===== config.mk =====
export PLATFORM = sky130hd
export DESIGN_NAME = frame_scheduler
export DESIGN_NICKNAME = d
export VERILOG_FILES = /design/src/rtl/frame_scheduler.sv
export SDC_FILE = /design/constraint.sdc
export NUM_CORES = 1
export LEC_CHECK = 0
export ABC_CLOCK_PERIOD_IN_PS = 2500
export BUFFER_PORTS_ARGS = -buffer_cell sky130_fd_sc_hd__buf_2
export CAP_MARGIN = 20
export CORE_ASPECT_RATIO = 2
export CORE_MARGIN = 1.5
export CORE_UTILIZATION = 25
export CTS_CLUSTER_DIAMETER = 200
export CTS_CLUSTER_SIZE = 16
export DETAILED_ROUTE_END_ITERATION = 16
export PLACE_DENSITY = 0.53
export SLEW_MARGIN = 20
export SYNTH_ARGS = -nofsm -noshare
export SYNTH_HDL_FRONTEND = slang
export SYNTH_SLANG_ARGS = --single-unit

===== constraint.sdc =====
create_clock -name clk -period 2.5 [get_ports clk]
set_clock_uncertainty 0.2 [all_clocks]
set_input_delay 0.375 -clock clk [delete_from_list [all_inputs] [get_ports clk]]
set_output_delay 0.375 -clock clk [all_outputs]
set_load 0.05 [all_outputs]

===== src/rtl/frame_scheduler.sv =====
// frame_scheduler: one LED-strip refresh per frame request, GRB pixels
// streamed over valid/ready, then a strip latch gap before the next frame.
// Ports: clk, reset (async, active-low), update_frame, current_led,
//   led_{green,red,blue}_intensity, px_data/px_valid/px_ready, busy,
//   frame_done.
// Optional: define FRAME_SCHED_AUTOREFRESH_EN for a periodic self-refresh.
module frame_scheduler #(
  parameter int MAX_POS        = 16,
  parameter int LATCH_CYCLES   = 3000,
  parameter int REFRESH_CYCLES = 1200000
) (
  input  logic                       clk,
  input  logic                       reset,
  input  logic                       update_frame,
  output logic [$clog2(MAX_POS)-1:0] current_led,
  input  logic [7:0]                 led_green_intensity,
  input  logic [7:0]                 led_red_intensity,
  input  logic [7:0]                 led_blue_intensity,
  output logic [23:0]                px_data,
  output logic                       px_valid,
  input  logic                       px_ready,
  output logic                       busy,
  output logic                       frame_done
);

  localparam int LW = $clog2(MAX_POS);
  localparam int CW = (LATCH_CYCLES > 1) ? $clog2(LATCH_CYCLES) : 1;
  localparam logic [LW-1:0] LAST = LW'(MAX_POS - 1);
  localparam logic [CW-1:0] CMAX = CW'(LATCH_CYCLES - 1);

  typedef enum logic [1:0] {IDLE, FETCH, SEND, LATCH} state_t;

  state_t        state_q, state_d;
  logic [LW-1:0] led_q, led_d;
  logic [23:0]   px_q, px_d;
  logic          pend_q, pend_d;
  logic [CW-1:0] cnt_q, cnt_d;
  logic          req, start, hs, last_tick;

`ifdef FRAME_SCHED_AUTOREFRESH_EN
  localparam int RW =
    (REFRESH_CYCLES > 1) ? $clog2(REFRESH_CYCLES) : 1;
  localparam logic [RW-1:0] RMAX = RW'(REFRESH_CYCLES - 1);

  logic [RW-1:0] ref_q, ref_d;
  logic          ref_tick;

  // Terminal count behaves exactly like a display-unit request.
  assign ref_tick = (ref_q == RMAX);
  assign req      = update_frame | ref_tick;

  // Period is measured from the most recent frame start.
  always_comb begin
    ref_d = ref_tick ? '0 : ref_q + RW'(1);
    if (start) ref_d = '0;
  end

  always_ff @(posedge clk or negedge reset) begin
    if (!reset) ref_q <= '0;
    else        ref_q <= ref_d;
  end
`else
  assign req = update_frame;
`endif

  assign hs        = (state_q == SEND) && px_ready;
  assign last_tick = (cnt_q == CMAX);

  always_ff @(posedge clk or negedge reset) begin
    if (!reset) begin
      state_q <= IDLE;
      led_q   <= '0;
      px_q    <= '0;
      pend_q  <= 1'b0;
      cnt_q   <= '0;
    end else begin
      state_q <= state_d;
      led_q   <= led_d;
      px_q    <= px_d;
      pend_q  <= pend_d;
      cnt_q   <= cnt_d;
    end
  end

  always_comb begin
    state_d = state_q;
    start   = 1'b0;
    unique case (state_q)
      IDLE: begin
        if (req) begin
          state_d = FETCH;
          start   = 1'b1;
        end
      end
      FETCH: state_d = SEND;
      SEND: begin
        if (hs) state_d = (led_q == LAST) ? LATCH : FETCH;
      end
      LATCH: begin
        // A request landing on the exit cycle still earns a frame.
        if (last_tick) begin
          if (pend_q | req) begin
            state_d = FETCH;
            start   = 1'b1;
          end else begin
            state_d = IDLE;
          end
        end
      end
      default: state_d = IDLE;
    endcase
  end

  always_comb begin
    led_d  = led_q;
    px_d   = px_q;
    pend_d = pend_q;
    cnt_d  = cnt_q;
    // Any number of requests mid-frame collapse into one.
    if (state_q != IDLE && req) pend_d = 1'b1;
    if (start) begin
      led_d  = '0;
      pend_d = 1'b0;
    end
    unique case (state_q)
      FETCH: px_d = {led_green_intensity,
                     led_red_intensity,
                     led_blue_intensity};
      SEND: begin
        if (hs) begin
          led_d = (led_q == LAST) ? '0 : led_q + LW'(1);
          cnt_d = '0;
        end
      end
      LATCH: begin
        if (!last_tick) cnt_d = cnt_q + CW'(1);
      end
      default: ;
    endcase
  end

  always_comb begin
    current_led = led_q;
    px_data     = px_q;
    px_valid    = (state_q == SEND);
    busy        = (state_q != IDLE);
    frame_done  = (state_q == LATCH) && last_tick;
  end

endmodule


==> reports/metrics.yaml, run 1 <==
floorplan:
  initial_core_util_pct: 25.96
  die_area_mm2: 0.008835
  chipHeight_um: 131.4
  core_mm2: 0.007943
  die_w_um: 67.22
  row_count: 46
  pin_count: 59
power_and_ir_drop:
  combPwrFrac_pct: 53.6
  p_leak_nw: 1.272
  swShare_pct: 47.75
  p_per_area_mw_per_mm2: 1407
  irDropWorstVdd_v: 0.0006905
  pwr-share-seq_pct: 29.8
  netSwitchingPower_mw: 1.824
  total_power_mw: 3.820
  clockPowerShare_pct: 16.7
  intPower_mw: 1.996
layout:
  drive_gt1_share_pct: 44.22
  antennaDiodeCount: 0
  nFillCells: 856
  fin_util_pct: 34.18
  area_delta_synth_final_pct: 31.67
  nNetsFinal: 285
  mostFrequentLayoutCell: "buf_2"
  final_cell_mix: "57 x buf_2, 43 x dfrtp_1, 26 x mux2_2"
worst_setup_path:
  cp_num_buf_inv: 1
  crit_slowest_cell: "or4b_4"
  crit_type: "flop to output port"
  cp_max_fo: 4
  critPathTopFamily: "simple AND/OR/NAND/NOR gates"
  r2r_end: "state_q[1]"
  r2r_setup_slack_ns: 0.17
  cp.arrival_ns: 1.94
  cp_data_required_time_ns: 1.92
  r2r_cells: 5
  start_kind: "flop"
  end_kind: "output port"
  cpPeakStageDelay_ns: 0.53
  worst_r2r_startpoint: "cnt_q[3]"
  path_cells: "or4b_4 -> or4_4 -> nor2_4 -> buf_6"
sta:
  rsz0062_at_grt: "yes"
  tightestPinTransition_ns: 0.6048
  hold_viol: 0
  finalCritPeriodShare_pct: 100.8
  worst_slack_ns: -0.01964
  drv_slew: 0
  max_freq_ghz: 0.3969
  period_needed_ns: 2.520
  tns_ns: -0.01964
  slew_headroom_pct: 59.68
  setup_viol: 1
cts:
  htree_levels: 2
  numCtsBuffers: 5
  cts-root-buf: "clkbuf_16"
  clockBufferDepth: 2
  cts_tree: "yes"
  clk_pin_slew_ns: 0.06
  clock-sinks: 43
  postCtsSetupBuffers: 0
  insertion_delay_ns: 0.29
synth:
  synth_edf_count: 0
  yosysWarnings: 0
  avgSynthCellArea_um2: 11.65
  async_flop_share_pct: 100.0
  syn_nets: 212
  ys_seq_area_share_pct: 52.18
  yosys.cell_types.count: 40
  ys_ff_latch: 43
  synthesis.area_mm2: 0.002062
  synth_top_flop_cell: "dfrtp_1"
  syn_inst: 177
worst_hold_path:
  hold_end: "px_data[5]"
  min_path_type: "input pin to flop"
  hold_depth: 2
  min-delay-start: "led_blue_intensity[5]"
drt:
  antenna_left: 0
  drc_errors: 0
  vias: 1651
  first_pass_iters: 4
  routed_wl_um: 4800
  vias_per_cell: 4.758
  drt_first_iter_violations: 31
  routedWlPerCell_um: 13.83
global_routing:
  track_usage_pct: 12.31
  grt_pass1_vias: 1792
  antenna_found_initial: 0
  grt_overflow_total: 0
  grt_pass1_wl_um: 8273
  grt_max_degree: 28
run_status:
  violations: "negative setup slack"
  status: "finished with violations"
place:
  routabilityCongestion: 0.7805
  io_buffers: 58
  hpwl_um: 3731
run:
  drv_cap: 0
[state kept, by name (all words and copies together), names as in the netlist]
register and flops:
cnt_q 12, state_q 2, pend_q 1, px_data 24, current_led 4
[power groups by stage]
stage / logic (mW) / clock network [mW] / registers [mW]
2_1_floorplan: 0.785 / 0 / 1.92
3_3_place_gp: 2.05 / 0 / 1.15
3_5_place_dp: 2.06 / 0 / 1.15
4_1_cts: 2.07 / 0.663 / 1.14
5_1_grt: 2.18 / 0.697 / 1.18
6_report: 2.05 / 0.636 / 1.14
[worst max-delay path by stage]
stage,startpoint,end,slack [ns],cells past startpoint
3_3_place_gp,cnt_q[3],state_q[1],0.13,5
6_report,cnt_q[3],frame_done,-0.02,4
2_1_floorplan,cnt_q[3],frame_done,0.0006,4
3_5_place_dp,cnt_q[3],state_q[1],0.12,5
4_1_cts,cnt_q[3],frame_done,-0.03,4
5_1_grt,cnt_q[3],frame_done,-0.07,4
[stage by stage]
step	instance area [um^2]	setup WS [ns]	hold WS, ns	instances
floorplan	2067	0.0005735	-0.1206	177
global placement	2545	0.1322	0.2330	338
detailed placement	2545	0.1172	0.2284	338
CTS	2711	-0.02614	0.1067	347
global route	2715	-0.06651	0.1048	347
finish	2715	-0.01964	0.1143	347
[repair_timing]
item                                    in CTS  in global routing
hold buffers                                 1                  0
endpoints found under the hold margin       25                  0
gates resized for setup                      4                  1
endpoints found under the setup margin       1                  1
[final cells by class]
cell class                      count  area [um^2]  share of cell area, %
Inverter                            7        26.28                 0.9677
Tap cell                           96        120.1                  4.424
Clock buffer                        6        128.9                  4.747
Clock inverter                      2        12.51                 0.4608
Sequential cell                    43         1076                  39.63
Multi-Input combinational cell    121        947.2                  34.88
Timing Repair Buffer               72        404.1                  14.88
[kinds of logic (layout without fill, tap and decap cells)]
group | after synthesis | in the layout | synth area share (%)
simple gates | 50 | 50 | 13.35
flops | 43 | 43 | 52.18
buf+inv | 13 | 87 | 2.731
xor+xnor | 3 | 3 | 1.275
mux | 27 | 27 | 14.68
compound gates | 34 | 34 | 11.53
fa+ha+maj | 7 | 7 | 4.247
[per-layer routing]
layer  vias to the layer above  global-route usage (%)  wire length [um]
met5                         -                       0                 0
met1                       819                   10.96              1606
met2                        37                   23.21              2848
met4                         0                   6.916               138
li1                        788                       -                 -
met3                         7                   3.082               206
[synthesized netlist by cell type, types with 2 or more instances]
| cell | number | share of area (%) |
|---|---|---|
| dfrtp_1 | 43 | 52 |
| nand3_1 | 7 | 1.7 |
| nand4_1 | 4 | 1.2 |
| a211o_1 | 3 | 1.3 |
| nor2b_1 | 3 | 0.91 |
| nor3_1 | 4 | 0.97 |
| mux2_2 | 26 | 14 |
| xor2_1 | 3 | 1.3 |
| o21ai_0 | 8 | 1.9 |
| inv_1 | 7 | 1.3 |
| ha_1 | 7 | 4.2 |
| nand2_1 | 7 | 1.3 |
| nor3b_1 | 2 | 0.73 |
| clkbuf_1 | 5 | 0.91 |
| and3_1 | 3 | 0.91 |
| a211oi_1 | 2 | 0.73 |
| or4_1 | 2 | 0.73 |
| a21oi_1 | 10 | 2.4 |
| or3_1 | 3 | 0.91 |
| nor2_1 | 7 | 1.3 |
| and2_1 | 2 | 0.61 |
Power figures use the tool's default switching activity.
==> run 2, diff against run 1 <==
--- a/config.mk
+++ b/config.mk
@@ -7,14 +7,13 @@
 export LEC_CHECK = 0
 export ABC_CLOCK_PERIOD_IN_PS = 2500
 export BUFFER_PORTS_ARGS = -buffer_cell sky130_fd_sc_hd__buf_2
-export CAP_MARGIN = 20
 export CORE_ASPECT_RATIO = 2
 export CORE_MARGIN = 1.5
-export CORE_UTILIZATION = 25
+export CORE_UTILIZATION = 45
 export CTS_CLUSTER_DIAMETER = 200
 export CTS_CLUSTER_SIZE = 16
 export DETAILED_ROUTE_END_ITERATION = 16
-export PLACE_DENSITY = 0.53
+export PLACE_DENSITY = 0.8
 export SLEW_MARGIN = 20
 export SYNTH_ARGS = -nofsm -noshare
 export SYNTH_HDL_FRONTEND = slang
==> reports/metrics.yaml, run 2 (synthesis gave the netlist of run 1 again) <==
floorplan:
  die_w_um: 50.87  # -24%
  die_area_mm2: 0.005022  # -43%
  chipHeight_um: 98.73  # -25%
  core_mm2: 0.004382  # -45%
  initial_core_util_pct: 47.06  # +21 points
  pin_count: 59  # unchanged
  row_count: 34  # -26%
worst_setup_path:
  worst_r2r_startpoint: "cnt_q[3]"
  cp_max_fo: 5  # +1
  crit_type: "flop to output port"
  end_kind: "output port"
  cpPeakStageDelay_ns: 0.54  # about the same
  crit_slowest_cell: "or4b_1"
  cp.arrival_ns: 1.96  # +0.02 ns
  r2r_end: "state_q[1]"
  cp_data_required_time_ns: 1.92  # about the same
  start_kind: "flop"
  r2r_cells: 5  # unchanged
  path_cells: "or4b_1 -> or4_4 -> nor2_4 -> buf_6"
  r2r_setup_slack_ns: 0.20  # +0.03 ns
sta:
  max_freq_ghz: 0.3949  # -0.51%
  tightestPinTransition_ns: 0.5782  # -0.02658 ns
  rsz0062_at_grt: "yes"
  finalCritPeriodShare_pct: 101.3  # +0.51 points
  worst_slack_ns: -0.03250  # -0.01286 ns
  drv_slew: 0  # unchanged
  setup_viol: 1  # unchanged
  hold_viol: 0  # unchanged
  period_needed_ns: 2.533  # +0.01286 ns
  slew_headroom_pct: 61.04  # +1.4 points
cts:
  clockBufferDepth: 2  # unchanged
  htree_levels: 2  # unchanged
  clock-sinks: 43  # unchanged
  cts-root-buf: "clkbuf_8"
  cts_tree: "yes"
  insertion_delay_ns: 0.29  # about the same
  clk_pin_slew_ns: 0.09  # +0.03 ns
  numCtsBuffers: 5  # unchanged
  postCtsSetupBuffers: 0  # unchanged
layout:
  largest_reg_flops: 24  # unchanged
  multi_input_area_um2: 943.4  # -0.40%
  area_delta_synth_final_pct: 25.67
  mostFrequentLayoutCell: "buf_2"
  nNetsFinal: 281  # -1.4%
  final_cell_mix: "57 x buf_2, 43 x dfrtp_1, 26 x mux2_2"
  fin_cells: 301  # -13%
  nFillCells: 361  # -58%
  drive_gt1_share_pct: 43.32  # -0.90 points
  antennaDiodeCount: 0  # unchanged
  regArea_mm2: 0.001076  # unchanged
global_routing:
  antenna_found_initial: 0  # unchanged
  grt_pass1_wl_um: 7003  # -15%
  track_usage_pct: 18.28  # +6.0 points
  grt_overflow_total: 0  # unchanged
  grt_max_degree: 44  # +57%
  grt_pass1_vias: 1608  # -10%
drt:
  routedWlPerCell_um: 13.75  # -0.57%
  drc_errors: 0  # unchanged
  first_pass_iters: 4  # unchanged
  drt_first_iter_violations: 16  # -48%
  vias_per_cell: 5.518  # +16%
  antenna_left: 0  # unchanged
  vias: 1661  # +0.61%
  routed_wl_um: 4140  # -14%
power_and_ir_drop:
  p_per_area_mw_per_mm2: 1410  # +0.21%
  total_power_mw: 3.653  # -4.4%
  irDropWorstVdd_v: 0.001111  # +61%
  p_leak_nw: 1.232  # -3.2%
run_status:
  status: "finished with violations"
  violations: "negative setup slack"
place:
  routabilityCongestion: 0.9112  # +17%
  dpl.cell_count: 292  # -14%
  hpwl_um: 3179  # -15%
  io_buffers: 58  # unchanged
run:
  drv_cap: 0  # unchanged
worst_hold_path:
  min_path_type: "input pin to flop"
  hold_end: "px_data[1]"
  hold_depth: 2  # unchanged
  min-delay-start: "led_blue_intensity[1]"
## run 2: cell count changes in the layout (fill, tap and decap cells not counted)
cell	change
clkbuf_16	-5
clkbuf_8	+7
clkinv_2	-1
or4b_1	+1
buf_4	-4
or4b_4	-1
clkbuf_1	-1
## run 2: through the flow
stage	TNS [ns]	instance area, um^2	utilization (%)	hold slack (ns)	setup WS [ns]
floorplan	0	2067	-	-0.1206	0.0005735
finish	-0.03250	2591	59.14	0.1049	-0.03250
detailed placement	0	2462	56.20	0.2793	0.1338
global route	-0.08445	2591	59.14	0.1037	-0.08445
CTS	-0.04485	2591	59.14	0.1050	-0.04485
global placement	0	2462	56.20	0.2712	0.1431
## run 2: worst max-delay path: cells and delay by family (launching register included)
kind                   cells  cell delay (ns)
AND/OR/NAND/NOR            3             1.12
buffers and inverters      1             0.16
flip-flops                 1             0.38
## run 2: final cells by class
class	instances	share of cell area, %
inverter	7	1.014
clock inverter	1	0.2897
tap	54	2.607
clock buffer	7	3.718
sequential	43	41.53
multi-input combinational	121	36.41
timing repair buffer	68	14.44
## run 2: worst max path at each step
stage	cells after the start	start	endpoint	slack, ns
after detailed placement	4	cnt_q[3]	frame_done	0.13
final	4	cnt_q[3]	frame_done	-0.03
after floorplan	4	cnt_q[3]	frame_done	0.0006
after CTS	4	cnt_q[3]	frame_done	-0.04
after global placement	4	cnt_q[3]	frame_done	0.14
after global routing	4	cnt_q[3]	frame_done	-0.08
## run 2: timing repair
item / CTS / global route
hold buffers: 1 / 0
endpoints found under the hold margin: 43 / 0
gates resized for setup: 4 / 0
setup endpoints to repair: 1 / 1
## run 2: power breakdown
group	total (mW)	switching [mW]	internal (mW)
clock	0.487	0.236	0.251
combinational	2.03	1.37	0.658
sequential	1.13	0.169	0.966
## run 2: per-layer routing
metal | up-vias | share of wire, % | GRT usage (%) | routed length [um]
li1 | 783 | - | - | -
met1 | 822 | 39 | 21.08 | 1608
met2 | 49 | 56 | 31.88 | 2309
met3 | 7 | 3.2 | 2.576 | 131
met4 | 0 | 2.2 | 9.563 | 91
met5 | - | 0 | 0 | 0
==> run 3, diff against run 2 <==
--- a/config.mk
+++ b/config.mk
@@ -8,11 +8,12 @@
 export ABC_CLOCK_PERIOD_IN_PS = 2500
 export BUFFER_PORTS_ARGS = -buffer_cell sky130_fd_sc_hd__buf_2
 export CORE_ASPECT_RATIO = 2
-export CORE_MARGIN = 1.5
+export CORE_MARGIN = 4
 export CORE_UTILIZATION = 45
 export CTS_CLUSTER_DIAMETER = 200
 export CTS_CLUSTER_SIZE = 16
 export DETAILED_ROUTE_END_ITERATION = 16
+export MAX_ROUTING_LAYER = met4
 export PLACE_DENSITY = 0.8
 export SLEW_MARGIN = 20
 export SYNTH_ARGS = -nofsm -noshare
==> reports/metrics.yaml, run 3 (synthesis gave the netlist of run 1 again) <==
worst_setup_path:
  cpPeakStageDelay_ns: 0.54  # about the same
  end_kind: "output port"
  start_kind: "flop"
  cp_data_required_time_ns: 1.92  # about the same
  crit_slowest_cell: "or4b_4"
  critPathTopFamily: "simple AND/OR/NAND/NOR gates"
  path_cells: "or4b_4 -> or4_4 -> nor2_4 -> buf_6"
  cp_num_buf_inv: 1  # unchanged
  cp.arrival_ns: 1.95  # about the same
  crit_type: "flop to output port"
  cp_max_fo: 3  # -2
floorplan:
  row_count: 34  # unchanged
  die_area_mm2: 0.005795  # +15%
  initial_core_util_pct: 47.06  # unchanged
  die_w_um: 55.87  # +9.8%
  chipHeight_um: 103.7  # +5.1%
  pin_count: 59  # unchanged
  core_mm2: 0.004382  # unchanged
place:
  io_buffers: 58  # unchanged
  routabilityCongestion: 0.8799  # -3.4%
  hpwl_um: 3577  # +13%
  dpl.cell_count: 292  # unchanged
power_and_ir_drop:
  p_per_area_mw_per_mm2: 1419  # +0.67%
  netSwitchingPower_mw: 1.788  # +0.58%
  clockPowerShare_pct: 14.6  # +1.3 points
  pwr-share-seq_pct: 30.6  # -0.5 points
  swShare_pct: 48.39  # -0.28 points
  intPower_mw: 1.907  # +1.7%
  combPwrFrac_pct: 54.9  # -0.7 points
  p_leak_nw: 1.242  # +0.84%
  irDropWorstVdd_v: 0.0008280  # -25%
sta:
  worst_slack_ns: -0.02310  # +0.009402 ns
  finalCritPeriodShare_pct: 100.9  # -0.38 points
  setup_viol: 1  # unchanged
  slew_headroom_pct: 58.91  # -2.1 points
  hold_viol: 0  # unchanged
  rsz0062_at_grt: "yes"
  tightestPinTransition_ns: 0.6099  # +0.03171 ns
  whs_ns: 0.09840  # -0.006475 ns
  max_freq_ghz: 0.3963  # +0.37%
  period_needed_ns: 2.523  # -0.009402 ns
  drv_slew: 0  # unchanged
cts:
  clk_pin_slew_ns: 0.08  # about the same
  insertion_delay_ns: 0.30  # about the same
  clockBufferDepth: 2  # unchanged
  postCtsSetupBuffers: 0  # unchanged
  clock-sinks: 43  # unchanged
  cts-root-buf: "clkbuf_8"
  htree_levels: 2  # unchanged
  numCtsBuffers: 5  # unchanged
  cts_tree: "yes"
drt:
  antenna_left: 0  # unchanged
  vias: 1665  # +0.24%
  drt_first_iter_violations: 40  # +24
  first_pass_iters: 4  # unchanged
  drc_errors: 0  # unchanged
  routedWlPerCell_um: 15.26  # +11%
  vias_per_cell: 5.532  # +0.24%
  routed_wl_um: 4594  # +11%
global_routing:
  grt_overflow_total: 0  # unchanged
  grt_pass1_wl_um: 7831  # +12%
  antenna_found_initial: 0  # unchanged
  grt_pass1_vias: 1765  # +9.8%
  track_usage_pct: 17.30  # -0.98 points
  grt_max_degree: 25  # -43%
layout:
  nNetsFinal: 281  # unchanged
  final_cell_mix: "57 x buf_2, 43 x dfrtp_1, 26 x mux2_2"
  mostFrequentLayoutCell: "buf_2"
  antennaDiodeCount: 0  # unchanged
  area_delta_synth_final_pct: 26.27
  drive_gt1_share_pct: 43.72  # +0.40 points
  largest_reg_flops: 24  # unchanged
  fin_cells: 301  # unchanged
run_status:
  status: "finished with violations"
  violations: "negative setup slack"
run:
  drv_cap: 0  # unchanged
worst_hold_path:
  min_path_type: "input pin to flop"
run 3: area by class of cell:
class	instances	area [um^2]
Fill cell	379	1778
Inverter	7	26.28
Multi-Input combinational cell	121	947.2
Timing Repair Buffer	68	374.1
Clock inverter	3	43.79
Clock buffer	5	68.82
Tap cell	54	67.56
Sequential cell	43	1076
run 3: path summary, 6_finish.rpt:
check                                             from           to  slack [ns]  depth (start not counted)
worst min-delay path            led_green_intensity[1]  px_data[17]         0.1                          2
worst max register to register                cnt_q[3]   state_q[1]        0.15                          5
max in group asynchronous                        reset  px_data[10]        1.38                          3
min in group asynchronous                        reset       pend_q        0.24                          2
worst min register to register              px_data[8]   px_data[8]        0.31                          1
worst max-delay path                          cnt_q[3]   frame_done       -0.02                          4
run 3: routing by layer:
layer | up-vias | part of all wire, % | track usage, % | wire, um
li1 | 786 | - | - | -
met2 | 39 | 59 | 31.86 | 2723
met4 | 0 | 2.7 | 9.168 | 125
met3 | 10 | 3.2 | 2.864 | 149
met1 | 830 | 35 | 16.64 | 1595
met5 | - | 0 | - | 0
run 3: power groups by stage:
stage | sequential, mW | clock [mW] | combinational [mW]
final | 1.13 | 0.539 | 2.03
after global routing | 1.17 | 0.585 | 2.15
after CTS | 1.13 | 0.554 | 2.04
after detailed placement | 1.15 | 0 | 2.04
after global placement | 1.13 | 0 | 2.02
after floorplan | 1.92 | 0 | 0.785
run 3: what timing repair did:
action,in CTS,in global routing
endpoints found under the hold margin,25,0
hold buffers,1,0
gates resized for setup,4,1
gates cloned,0,0
setup endpoints to repair,1,1
run 3: through the flow:
step                      area [um^2]  power [mW]  setup WS [ns]  util, %  TNS [ns]
after floorplan                  2067       2.704      0.0005735        -         0
after global placement           2462       3.145         0.1509    56.20         0
after detailed placement         2462       3.183         0.1438    56.20         0
after CTS                        2600       3.731       -0.02398    59.34  -0.02398
after global routing             2604       3.902       -0.08541    59.42  -0.08541
final                            2604       3.696       -0.02310    59.42  -0.02310
